==> src/rtl/alu_wb_master_pkg.sv <==
// Shared types and constants for the ALU Wishbone initiator.
// Mode/function selectors mirror the ALU slave's decode; state encodings are 3-bit.
package alu_wb_master_pkg;

  localparam logic       ALU_MODE_DSP          = 1'b0;
  localparam logic       ALU_MODE_FUNC         = 1'b1;
  localparam logic [7:0] ALU_FUNC_SIN          = 8'h01;
  localparam logic [7:0] ALU_FUNC_COS          = 8'h02;
  localparam logic [7:0] ALU_FUNC_INV_1_PLUS_X = 8'h03;

  localparam int unsigned W_OP  = 8;
  localparam int unsigned W_AB  = 18;
  localparam int unsigned W_C   = 48;
  localparam int unsigned W_CNT = 16;

  typedef enum logic [2:0] {
    ALU_WBM_ST_IDLE     = 3'd0,
    ALU_WBM_ST_STROBE   = 3'd1,
    ALU_WBM_ST_WAIT_ACK = 3'd2,
    ALU_WBM_ST_RESP     = 3'd3,
    ALU_WBM_ST_HOLD     = 3'd4
  } alu_wbm_state_e;

  typedef struct packed {
    logic             mode;
    logic [W_OP-1:0]  op;
    logic [W_AB-1:0]  al;
    logic [W_AB-1:0]  ar;
    logic [W_AB-1:0]  bl;
    logic [W_AB-1:0]  br;
    logic [W_C-1:0]   cl;
    logic [W_C-1:0]   cr;
  } alu_cmd_t;

  function automatic logic accepts_cmd(input alu_wbm_state_e s);
    return (s == ALU_WBM_ST_IDLE) || (s == ALU_WBM_ST_HOLD);
  endfunction

endpackage

==> src/rtl/alu_wb_master_if.sv <==
// Client command/response channel plus ALU Wishbone slave port, bundled.
interface alu_wb_master_if;
  import alu_wb_master_pkg::*;

  logic             cmd_valid;
  logic             cmd_ready;
  logic             cmd_last;
  logic             cmd_mode;
  logic [W_OP-1:0]  cmd_op;
  logic [W_AB-1:0]  cmd_al, cmd_ar, cmd_bl, cmd_br;
  logic [W_C-1:0]   cmd_cl, cmd_cr;

  logic             rsp_valid;
  logic             rsp_ready;
  logic [W_C-1:0]   rsp_pl, rsp_pr;
  logic             rsp_err;

  logic             alu_cycle;
  logic             alu_strobe;
  logic             alu_ack;
  logic             alu_stall;
  logic             alu_mode;
  logic [W_OP-1:0]  alu_op;
  logic [W_AB-1:0]  alu_al, alu_ar, alu_bl, alu_br;
  logic [W_C-1:0]   alu_cl, alu_cr;
  logic [W_C-1:0]   alu_pl, alu_pr;

  modport master (
    input  cmd_valid, cmd_last, cmd_mode, cmd_op,
           cmd_al, cmd_ar, cmd_bl, cmd_br, cmd_cl, cmd_cr,
           rsp_ready, alu_ack, alu_stall, alu_pl, alu_pr,
    output cmd_ready, rsp_valid, rsp_pl, rsp_pr, rsp_err,
           alu_cycle, alu_strobe, alu_mode, alu_op,
           alu_al, alu_ar, alu_bl, alu_br, alu_cl, alu_cr
  );

  modport slave (
    output cmd_valid, cmd_last, cmd_mode, cmd_op,
           cmd_al, cmd_ar, cmd_bl, cmd_br, cmd_cl, cmd_cr,
           rsp_ready, alu_ack, alu_stall, alu_pl, alu_pr,
    input  cmd_ready, rsp_valid, rsp_pl, rsp_pr, rsp_err,
           alu_cycle, alu_strobe, alu_mode, alu_op,
           alu_al, alu_ar, alu_bl, alu_br, alu_cl, alu_cr
  );

endinterface

==> src/rtl/alu_wb_master.sv <==
// Wishbone initiator for the ALU: one strobe per client command, CYC held across a burst.
// All outputs are registered so every one of them reads 0 while reset_n is low.
//
// state     | meaning
// IDLE      | no burst open, ready for a command
// STROBE    | single-cycle STB to the slave
// WAIT_ACK  | waiting for ACK, timeout counter running
// RESP      | result/error held until the client takes it
// HOLD      | burst still open (CYC high), ready for the next command
module alu_wb_master
  import alu_wb_master_pkg::*;
#(
  parameter int unsigned TIMEOUT_CYCLES = 256
) (
  input  logic            clk,
  input  logic            reset_n,
  alu_wb_master_if.master bus
);

  localparam logic [W_CNT-1:0] CNT_LAST = W_CNT'(TIMEOUT_CYCLES - 1);

  alu_wbm_state_e   r_state, w_next;
  logic [W_CNT-1:0] r_cnt;
  alu_cmd_t         r_cmd;
  logic             r_last;
  logic             r_cmd_ready, r_rsp_valid, r_rsp_err;
  logic [W_C-1:0]   r_rsp_pl, r_rsp_pr;
  logic             r_alu_cycle, r_alu_strobe;

  logic             w_accept, w_rsp_hs, w_ack_hit, w_timeout, w_cycle_nxt;

  assign w_accept  = bus.cmd_valid && r_cmd_ready;
  assign w_rsp_hs  = r_rsp_valid && bus.rsp_ready;
  assign w_ack_hit = (r_state == ALU_WBM_ST_WAIT_ACK) && bus.alu_ack;
  // Ack takes priority over a timeout landing in the same cycle.
  assign w_timeout = (r_state == ALU_WBM_ST_WAIT_ACK) && !bus.alu_ack && (r_cnt == CNT_LAST);

  always_ff @(posedge clk or negedge reset_n) begin
    if (!reset_n) r_state <= ALU_WBM_ST_IDLE;
    else          r_state <= w_next;
  end

  always_comb begin
    w_next      = r_state;
    w_cycle_nxt = r_alu_cycle;
    unique case (r_state)
      ALU_WBM_ST_IDLE, ALU_WBM_ST_HOLD: begin
        if (w_accept) begin
          w_next      = ALU_WBM_ST_STROBE;
          w_cycle_nxt = 1'b1;
        end
      end
      ALU_WBM_ST_STROBE: w_next = ALU_WBM_ST_WAIT_ACK;
      ALU_WBM_ST_WAIT_ACK: begin
        if (w_ack_hit) begin
          w_next = ALU_WBM_ST_RESP;
        end else if (w_timeout) begin
          w_next      = ALU_WBM_ST_RESP;
          w_cycle_nxt = 1'b0;
        end
      end
      ALU_WBM_ST_RESP: begin
        if (w_rsp_hs) begin
          if (r_last || r_rsp_err) begin
            w_next      = ALU_WBM_ST_IDLE;
            w_cycle_nxt = 1'b0;
          end else begin
            w_next = ALU_WBM_ST_HOLD;
          end
        end
      end
      default: begin
        w_next      = ALU_WBM_ST_IDLE;
        w_cycle_nxt = 1'b0;
      end
    endcase
  end

  always_ff @(posedge clk or negedge reset_n) begin
    if (!reset_n) begin
      r_cnt        <= '0;
      r_cmd        <= '0;
      r_last       <= 1'b0;
      r_cmd_ready  <= 1'b0;
      r_rsp_valid  <= 1'b0;
      r_rsp_err    <= 1'b0;
      r_rsp_pl     <= '0;
      r_rsp_pr     <= '0;
      r_alu_cycle  <= 1'b0;
      r_alu_strobe <= 1'b0;
    end else begin
      r_cmd_ready  <= accepts_cmd(w_next);
      r_alu_strobe <= (w_next == ALU_WBM_ST_STROBE);
      r_rsp_valid  <= (w_next == ALU_WBM_ST_RESP);
      r_alu_cycle  <= w_cycle_nxt;

      if (w_accept) begin
        r_cmd <= '{mode: bus.cmd_mode, op: bus.cmd_op,
                   al: bus.cmd_al, ar: bus.cmd_ar, bl: bus.cmd_bl, br: bus.cmd_br,
                   cl: bus.cmd_cl, cr: bus.cmd_cr};
        r_last <= bus.cmd_last;
      end

      if (r_state == ALU_WBM_ST_STROBE)        r_cnt <= '0;
      else if (r_state == ALU_WBM_ST_WAIT_ACK) r_cnt <= r_cnt + 1'b1;

      if (w_ack_hit) begin
        r_rsp_pl  <= bus.alu_pl;
        r_rsp_pr  <= bus.alu_pr;
        r_rsp_err <= 1'b0;
      end else if (w_timeout) begin
        r_rsp_pl  <= '0;
        r_rsp_pr  <= '0;
        r_rsp_err <= 1'b1;
      end
    end
  end

  assign bus.cmd_ready  = r_cmd_ready;
  assign bus.rsp_valid  = r_rsp_valid;
  assign bus.rsp_err    = r_rsp_err;
  assign bus.rsp_pl     = r_rsp_pl;
  assign bus.rsp_pr     = r_rsp_pr;
  assign bus.alu_cycle  = r_alu_cycle;
  assign bus.alu_strobe = r_alu_strobe;
  assign bus.alu_mode   = r_cmd.mode;
  assign bus.alu_op     = r_cmd.op;
  assign bus.alu_al     = r_cmd.al;
  assign bus.alu_ar     = r_cmd.ar;
  assign bus.alu_bl     = r_cmd.bl;
  assign bus.alu_br     = r_cmd.br;
  assign bus.alu_cl     = r_cmd.cl;
  assign bus.alu_cr     = r_cmd.cr;

endmodule

==> src/flat_wrapper.sv <==
// flat-port wrapper written by rule: the top's interface ports become plain ports
module alu_wb_master_flat import alu_wb_master_pkg::*;
#(
  parameter int unsigned TIMEOUT_CYCLES = 256
)
  (clk, reset_n, bus_cmd_valid, bus_cmd_last, bus_cmd_mode, bus_cmd_op, bus_cmd_al, bus_cmd_ar, bus_cmd_bl, bus_cmd_br, bus_cmd_cl, bus_cmd_cr, bus_rsp_ready, bus_alu_ack, bus_alu_stall, bus_alu_pl, bus_alu_pr, bus_cmd_ready, bus_rsp_valid, bus_rsp_pl, bus_rsp_pr, bus_rsp_err, bus_alu_cycle, bus_alu_strobe, bus_alu_mode, bus_alu_op, bus_alu_al, bus_alu_ar, bus_alu_bl, bus_alu_br, bus_alu_cl, bus_alu_cr);
  alu_wb_master_if bus_i ();
  input  logic clk;
  input  logic reset_n;
  input wire logic [$bits(bus_i.cmd_valid)-1:0] bus_cmd_valid;
  input wire logic [$bits(bus_i.cmd_last)-1:0] bus_cmd_last;
  input wire logic [$bits(bus_i.cmd_mode)-1:0] bus_cmd_mode;
  input wire logic [$bits(bus_i.cmd_op)-1:0] bus_cmd_op;
  input wire logic [$bits(bus_i.cmd_al)-1:0] bus_cmd_al;
  input wire logic [$bits(bus_i.cmd_ar)-1:0] bus_cmd_ar;
  input wire logic [$bits(bus_i.cmd_bl)-1:0] bus_cmd_bl;
  input wire logic [$bits(bus_i.cmd_br)-1:0] bus_cmd_br;
  input wire logic [$bits(bus_i.cmd_cl)-1:0] bus_cmd_cl;
  input wire logic [$bits(bus_i.cmd_cr)-1:0] bus_cmd_cr;
  input wire logic [$bits(bus_i.rsp_ready)-1:0] bus_rsp_ready;
  input wire logic [$bits(bus_i.alu_ack)-1:0] bus_alu_ack;
  input wire logic [$bits(bus_i.alu_stall)-1:0] bus_alu_stall;
  input wire logic [$bits(bus_i.alu_pl)-1:0] bus_alu_pl;
  input wire logic [$bits(bus_i.alu_pr)-1:0] bus_alu_pr;
  output wire logic [$bits(bus_i.cmd_ready)-1:0] bus_cmd_ready;
  output wire logic [$bits(bus_i.rsp_valid)-1:0] bus_rsp_valid;
  output wire logic [$bits(bus_i.rsp_pl)-1:0] bus_rsp_pl;
  output wire logic [$bits(bus_i.rsp_pr)-1:0] bus_rsp_pr;
  output wire logic [$bits(bus_i.rsp_err)-1:0] bus_rsp_err;
  output wire logic [$bits(bus_i.alu_cycle)-1:0] bus_alu_cycle;
  output wire logic [$bits(bus_i.alu_strobe)-1:0] bus_alu_strobe;
  output wire logic [$bits(bus_i.alu_mode)-1:0] bus_alu_mode;
  output wire logic [$bits(bus_i.alu_op)-1:0] bus_alu_op;
  output wire logic [$bits(bus_i.alu_al)-1:0] bus_alu_al;
  output wire logic [$bits(bus_i.alu_ar)-1:0] bus_alu_ar;
  output wire logic [$bits(bus_i.alu_bl)-1:0] bus_alu_bl;
  output wire logic [$bits(bus_i.alu_br)-1:0] bus_alu_br;
  output wire logic [$bits(bus_i.alu_cl)-1:0] bus_alu_cl;
  output wire logic [$bits(bus_i.alu_cr)-1:0] bus_alu_cr;
  assign bus_i.cmd_valid = bus_cmd_valid;
  assign bus_i.cmd_last = bus_cmd_last;
  assign bus_i.cmd_mode = bus_cmd_mode;
  assign bus_i.cmd_op = bus_cmd_op;
  assign bus_i.cmd_al = bus_cmd_al;
  assign bus_i.cmd_ar = bus_cmd_ar;
  assign bus_i.cmd_bl = bus_cmd_bl;
  assign bus_i.cmd_br = bus_cmd_br;
  assign bus_i.cmd_cl = bus_cmd_cl;
  assign bus_i.cmd_cr = bus_cmd_cr;
  assign bus_i.rsp_ready = bus_rsp_ready;
  assign bus_i.alu_ack = bus_alu_ack;
  assign bus_i.alu_stall = bus_alu_stall;
  assign bus_i.alu_pl = bus_alu_pl;
  assign bus_i.alu_pr = bus_alu_pr;
  assign bus_cmd_ready = bus_i.cmd_ready;
  assign bus_rsp_valid = bus_i.rsp_valid;
  assign bus_rsp_pl = bus_i.rsp_pl;
  assign bus_rsp_pr = bus_i.rsp_pr;
  assign bus_rsp_err = bus_i.rsp_err;
  assign bus_alu_cycle = bus_i.alu_cycle;
  assign bus_alu_strobe = bus_i.alu_strobe;
  assign bus_alu_mode = bus_i.alu_mode;
  assign bus_alu_op = bus_i.alu_op;
  assign bus_alu_al = bus_i.alu_al;
  assign bus_alu_ar = bus_i.alu_ar;
  assign bus_alu_bl = bus_i.alu_bl;
  assign bus_alu_br = bus_i.alu_br;
  assign bus_alu_cl = bus_i.alu_cl;
  assign bus_alu_cr = bus_i.alu_cr;
  alu_wb_master #(.TIMEOUT_CYCLES(TIMEOUT_CYCLES)) u_core (.clk(clk), .reset_n(reset_n), .bus(bus_i));
endmodule
==> config.mk <==
export PLATFORM = sky130hd
export DESIGN_NAME = alu_wb_master_flat
export DESIGN_NICKNAME = d
export VERILOG_FILES = /design/src/rtl/alu_wb_master_pkg.sv /design/src/rtl/alu_wb_master_if.sv /design/src/rtl/alu_wb_master.sv /design/src/flat_wrapper.sv
export SDC_FILE = /design/constraint.sdc
export NUM_CORES = 1
export LEC_CHECK = 0
export CAP_MARGIN = 20
export CORE_AREA = 5 5 216 218
export CTS_CLUSTER_DIAMETER = 50
export DETAILED_ROUTE_END_ITERATION = 10
export DIE_AREA = 0 0 221 223
export PLACE_DENSITY = 0.63
export SYNTH_ARGS = -nofsm -noshare
export SYNTH_HDL_FRONTEND = slang
export SYNTH_SLANG_ARGS = --single-unit
==> constraint.sdc <==
create_clock -name clk -period 2.2 [get_ports clk]
set_input_delay 0.33 -clock clk [delete_from_list [all_inputs] [get_ports clk]]
set_output_delay 0.33 -clock clk [all_outputs]
set_load 0.005 [all_outputs]
==> out/qor.txt, run 1 <==
DP Wirelength = 31.04 mm
Combinational power share = 42.4%
CP required = 2610 ps
CTS root buffer = clkbuf_16
Part of the power in registers = 35.9%
TNS Setup = 0 ps
F_max = 520.2 MHz
Normalized max-slew margin = 58.78%
CP Max Fanout = 22
Clock Power Share = 21.7%
DRT antenna net count = 0
Switching Share = 30.24%
Area leader, netlist = dfrtp_1
Post-synthesis async set-or-reset flop share = 100.0%
Largest net degree at the start of global routing = 73
DR WL met3 = 3.418 mm
Number of setup violations in the final report = 0
Syn_area_per_cell = 13.03 sq um
Peak supply drop = 0.0008509 V
Fin crit share = 87.38%
Die H = 223 um
Critical path class = flip-flop to flip-flop
# Post-CTS Setup Buffers = 0
Hold_ws = 298.6 ps
NetSw = 0.008303 W
Die Span X = 221 um
Final min period = 1922 ps
Top post-synthesis cells by area = dfrtp_1, mux2_2, a22oi_1, nand2b_1, o21ai_0
RePlAce Congestion = 0.8127
Vias per cell = 4.595
HP Class = input pin to asynchronous set/reset pin
Total grt overflow = 0
Antenna violations before repair = 3
Mapped Nets = 1216
Max_cap viols = 0
Global-route wire length before repair = 63.18 mm
Iteration-0 DRC Markers = 410
CTS tree = built
Worst EP arrival = 2340 ps
Via count = 9765
Routed wire length = 41.44 mm
DRC = 0
PostCTS Resize Cnt = 0
Area grow syn2layout = 62.47%
Synth Register Bits = 298
Post-Route M1 WL = 16.30 mm
Dominant synthesized flop cell = dfrtp_1
Sequential-to-total area share from yosys stat = 61.20%
Cell Area, Synth = 12180 sq um
Input/output buffers = 556
CTS buffer count = 39
Leak pwr = 8.052 nW
Routed len/inst = 19.50 um
Worst Clk Skew = 20.23 ps
Worst skew pair latency = 540 ps
Worst setup EP type = flip-flop
Status = finished clean
Row count = 78
Drt pass-1 iters = 5
Max Used Layer = met4
CORE AREA = 44700 sq um
Post-synth cell types = 45
Power Density = 1387 nW/um^2
Htree depth = 2
Hold Buf Count CTS = 1
Clock Tree Buf Depth = 3
Actual slew at the worst max-slew pin = 618.4 ps
Unrepaired setup endpoints after global routing = false
Nets@finish = 1776
Clk sinks = 298
Share of layout cells above drive strength 1 = 18.33%
Vias in the first global route = 10210
Final Slew Violations = 0
EDFF count, synth = 0
Synth top area share = 61.20%
Filler cells = 4210
Met2 wire len = 20.86 mm
Ports = 558
Internal = 0.01915 W
Crit path launch type = flip-flop
Area of the die = 49280 sq um
Initial Utilization = 27.26%
Ys Warns = 0
Final hold vios = 0
Total GRT Usage = 16.08%
Worst-path clk slew = 60 ps
Mapped Cells = 935
## synthesized netlist by cell type (all sizes together) (2+ instances only)
library cell  instances
a22oi                96
nor4                  2
nand3                 9
nor3                  4
nand2b               96
o41ai                 2
mux2                178
nand4                 5
a41o                  2
and2                  4
a21oi                 4
nor2                 10
and3                  2
o311ai                2
o21ai               107
o21bai                2
a31oi                 4
inv                   5
buf                  30
nand2                14
mux2i                 4
or3b                  2
clkbuf               40
dfrtp               298
## final cells by class
type,count,area [sq um],share of cell area (%)
diodes,3,7.507,0.03792
clock buffers,53,1099,5.550
clock inverters,15,121.4,0.6131
inverters,5,18.77,0.09481
multi-input cells,562,4400,22.23
flip-flops and latches,298,7457,37.67
well taps,600,750.7,3.792
repair buffers,589,5941,30.01
## logic make-up (layout without fill, tap and decap cells)
family	count (synthesis)	count (layout)	share of synthesized area, %
buffers and inverters	75	662	2.762
AND/OR/NAND/NOR	153	153	7.394
flip-flops	298	298	61.20
adder cells (fa/ha/maj)	1	1	0.1027
AO/OA/AOI/OAI	226	226	11.76
other	0	3	0
multiplexers	182	182	16.78
## worst max-delay path, stage by stage (launching register included)
cell and delay, ps:
dfrtp_1 420, nor4_1 370, nand4_1 310, nor2_4 250, buf_4 290, o21ai_0 140
## sequential cells by signal, summed over array words and instances, names as in the netlist
name / count
u_core.bus.alu_al: 18
u_core.bus.alu_ar: 18
u_core.bus.alu_bl: 18
u_core.bus.alu_br: 18
u_core.bus.alu_cl: 48
u_core.bus.alu_cr: 48
u_core.bus.alu_cycle: 1
u_core.bus.alu_mode: 1
u_core.bus.alu_op: 8
u_core.bus.alu_strobe: 1
u_core.bus.cmd_ready: 1
u_core.bus.rsp_err: 1
u_core.bus.rsp_pl: 48
u_core.bus.rsp_pr: 48
u_core.bus.rsp_valid: 1
u_core.r_cnt: 16
u_core.r_last: 1
u_core.r_state: 3
## metrics by stage
step / cells / area, sq um / utilization [%] / setup WS (ps) / total power, W
6_report: 2125 / 19800 / 44.29 / 277.7 / 0.02746
5_1_grt: 2124 / 19790 / 44.28 / 179.7 / 0.02921
4_1_cts: 2122 / 19790 / 44.27 / 193.3 / 0.02790
3_5_place_dp: 2053 / 18560 / 41.52 / 251.6 / 0.02175
3_3_place_gp: 2053 / 18560 / 41.52 / 272.8 / 0.02142
2_1_floorplan: 935 / 12180 / - / 531.9 / 0.01418
## power groups by stage
stage	registers, W	logic, W	clock network [W]
after floorplan	0.00990	0.00428	0
after global placement	0.00976	0.0117	0
after detailed placement	0.00992	0.0118	0
after CTS	0.00986	0.0119	0.00617
after global routing	0.0102	0.0126	0.00639
final	0.00985	0.0116	0.00596
## worst paths after layout
| path | endpoint | cells after the start | startpoint | slack (ps) |
|---|---|---|---|---|
| setup / recovery | u_core.bus.rsp_pl[11] | 5 | u_core.r_cnt[10] | 280 |
| hold / removal | u_core.bus.rsp_pl[16] | 2 | reset_n | 300 |
| setup reg to reg | u_core.bus.rsp_pl[11] | 5 | u_core.r_cnt[10] | 280 |
| hold reg to reg | u_core.r_cnt[15] | 1 | u_core.r_cnt[15] | 480 |
| max in group asynchronous | u_core.bus.alu_op[6] | 3 | reset_n | 1160 |
| min in group clk | u_core.bus.rsp_pl[34] | 3 | bus_alu_pl[34] | 390 |
## routing by layer
metal,GRT usage (%),up-vias
li1,-,4487
met3,6.513,61
met2,27.74,374
met1,18.60,4843
met5,0,-
met4,4.382,0
## cell usage in the layout, fill, tap and decap left out, drive strengths merged, types with 3 or more instances in the layout
| cell | Yosys | layout |
|---|---|---|
| mux2 | 178 | 178 |
| dfrtp | 298 | 298 |
| clkinv | 0 | 8 |
| nand3 | 9 | 9 |
| buf | 30 | 34 |
| mux2i | 4 | 4 |
| a21oi | 4 | 4 |
| and2 | 4 | 4 |
| inv | 5 | 8 |
| clkdlybuf4s50 | 0 | 554 |
| nand2 | 14 | 14 |
| clkinvlp | 0 | 4 |
| nand2b | 96 | 96 |
| diode | 0 | 3 |
| a22oi | 96 | 96 |
| a31oi | 4 | 4 |
| nor2 | 10 | 10 |
| nand4 | 5 | 5 |
| o21ai | 107 | 107 |
| clkbuf | 40 | 53 |
| nor3 | 4 | 4 |
No activity file was read; power rests on OpenSTA's default activity.
==> run 2, diff against run 1 <==
--- a/config.mk
+++ b/config.mk
@@ -6,11 +6,14 @@
 export NUM_CORES = 1
 export LEC_CHECK = 0
 export CAP_MARGIN = 20
-export CORE_AREA = 5 5 216 218
+export CELL_PAD_IN_SITES_DETAIL_PLACEMENT = 1
+export CELL_PAD_IN_SITES_GLOBAL_PLACEMENT = 2
+export CORE_MARGIN = 5
+export CORE_UTILIZATION = 26
 export CTS_CLUSTER_DIAMETER = 50
 export DETAILED_ROUTE_END_ITERATION = 10
-export DIE_AREA = 0 0 221 223
-export PLACE_DENSITY = 0.63
+export PLACE_DENSITY = 0.87
+export SKIP_CTS_REPAIR_TIMING = 1
 export SYNTH_ARGS = -nofsm -noshare
 export SYNTH_HDL_FRONTEND = slang
 export SYNTH_SLANG_ARGS = --single-unit
==> constraint.sdc (replaced) <==
create_clock -name clk -period 1.8 [get_ports clk]
set_input_delay 0.27 -clock clk [delete_from_list [all_inputs] [get_ports clk]]
set_output_delay 0.27 -clock clk [all_outputs]
set_load 0.005 [all_outputs]
==> out/qor.txt, run 2 (synthesis gave the netlist of run 1 again) <==
Status = finished clean
Fin crit share = 97.49%
Clk sinks = 298 (unchanged)
Nets@finish = 1804 (+1.6%)
Worst-path clk slew = 60 ps (about the same)
Worst setup EP type = output pin
Vias per cell = 4.659 (+1.4%)
Routed wire length = 47.60 mm (+15%)
Routed len/inst = 21.91 um (+12%)
CTS buffer count = 42 (+7.7%)
Total grt overflow = 0 (unchanged)
DP Wirelength = 35.35 mm (+14%)
Area of the die = 51290 sq um (+4.1%)
Row count = 79 (+1.3%)
Final Slew Violations = 0 (unchanged)
RePlAce Congestion = 0.7948 (-2.2%)
Input/output buffers = 556 (unchanged)
Met2 global-route usage = 30.44% (+2.7 points)
Global Route met1 Usage = 18.91% (+0.31 points)
Worst skew pair latency = 570 ps (+30 ps)
CP required = 1530 ps (-1080 ps)
Power Total = 0.03553 W (+29%)
Antenna violations before repair = 11 (+8)
Largest net degree at the start of global routing = 65 (-11%)
Die H = 226.5 um (+1.6%)
Most frequent cells in the layout = clkdlybuf4s50_1, dfrtp_1, mux2_2
Initial Utilization = 26.23% (-1.0 points)
Iteration-0 DRC Markers = 420 (+2.4%)
Final min period = 1755 ps
Normalized max-slew margin = 66.33% (+7.6 points)
Total GRT Usage = 17.19% (+1.1 points)
Drt pass-1 iters = 4 (-1)
Via count = 10120 (+3.6%)
Actual slew at the worst max-slew pin = 501.2 ps (-117.2 ps)
Final hold vios = 0 (unchanged)
Crit path max-delay family = buffers and inverters
Hold_ws = 194.0 ps (-104.6 ps)
Ports = 558 (unchanged)
Slowest CP cell = clkdlybuf4s50_1
Instance area at placement = 18740 sq um (+1.0%)
Number of setup violations in the final report = 0 (unchanged)
Crit path launch type = flip-flop
CTS root buffer = clkbuf_16
Met3 usage = 6.706% (+0.19 points)
CP Max Fanout = 3 (-86%)
DRT antenna net count = 0 (unchanged)
F_max = 569.8 MHz
Pre-CTS WS = 36.06 ps (-215.6 ps)
Cells along the critical path = clkdlybuf4s50_1
Power Density = 1728 nW/um^2 (+25%)
Peak supply drop = 0.001016 V (+19%)
Worst EP arrival = 1480 ps (-860 ps)
CORE AREA = 46460 sq um (+3.9%)
Final Cell Area = 20560 sq um (+3.9%)
Clock Tree Buf Depth = 3 (unchanged)
Max_cap viols = 0 (unchanged)
DRC = 0 (unchanged)
Htree depth = 2 (unchanged)
CTS tree = built
CP Buf/Inv Count = 1 (unchanged)
Vias in the first global route = 11110 (+8.8%)
Global-route wire length before repair = 68.41 mm (+8.3%)
Area grow syn2layout = 68.74%
Worst Clk Skew = 20.35 ps (+0.1109 ps)
Final worst setup slack = 45.09 ps (-232.6 ps)
HP Class = input pin to asynchronous set/reset pin
GRT Max-Usage Layer = met2
Leak pwr = 9.007 nW (+12%)
Commonest non-fill, non-tap cell in the layout = clkdlybuf4s50_1
Critical path class = flip-flop to output pin
Slowest stage delay, CP = 530 ps (+110 ps)
Share of layout cells above drive strength 1 = 20.44% (+2.1 points)
Die Span X = 226.5 um (+2.5%)
Unrepaired setup endpoints after global routing = true
-- run 2: final timing paths --
path / startpoint / to / slack, ps / cells past startpoint
worst max-delay path: u_core.bus.rsp_pr[41] / bus_rsp_pr[41] / 50 / 1
worst min-delay path: reset_n / u_core.bus.rsp_pr[0] / 190 / 2
worst max register to register: u_core.r_state[2] / u_core.bus.rsp_pl[47] / 50 / 4
worst min register to register: u_core.r_cnt[6] / u_core.r_cnt[6] / 470 / 1
max in group asynchronous: reset_n / u_core.bus.alu_bl[17] / 900 / 3
min in group clk: bus_cmd_br[14] / u_core.bus.alu_br[14] / 310 / 2
-- run 2: layout make-up --
cell class / instances / area [sq um]
diodes: 9 / 22.52
clock buffers: 55 / 1170
clock inverters: 22 / 275.3
fillers: 4871 / 25900
inverters: 5 / 18.77
multi-input cells: 564 / 4425
flip-flops and latches: 298 / 7460
well taps: 607 / 759.5
repair buffers: 612 / 6429
-- run 2: per-stage QoR --
stage / instances / utilization [%] / setup TNS [ps]
2_1_floorplan: 935 / - / 0
3_3_place_gp: 2072 / 40.35 / 0
3_5_place_dp: 2072 / 40.35 / 0
4_1_cts: 2149 / 43.46 / -1007
5_1_grt: 2171 / 44.25 / -36.04
6_report: 2172 / 44.26 / 0
-- run 2: where the power goes --
group | switching [W] | internal [W] | leakage (nW) | total, W
Combinational | 0.00572 | 0.00930 | 4.81 | 0.0150
Clock | 0.00334 | 0.00511 | 0.696 | 0.00845
Sequential | 0.00206 | 0.00999 | 3.50 | 0.0121
-- run 2: routing by layer --
| layer | wire length [um] | share of wire (%) |
|---|---|---|
| met2 | 24530 | 52 |
| met4 | 1384 | 2.9 |
| met1 | 17180 | 36 |
| met5 | 41 | 0.086 |
| met3 | 4451 | 9.4 |
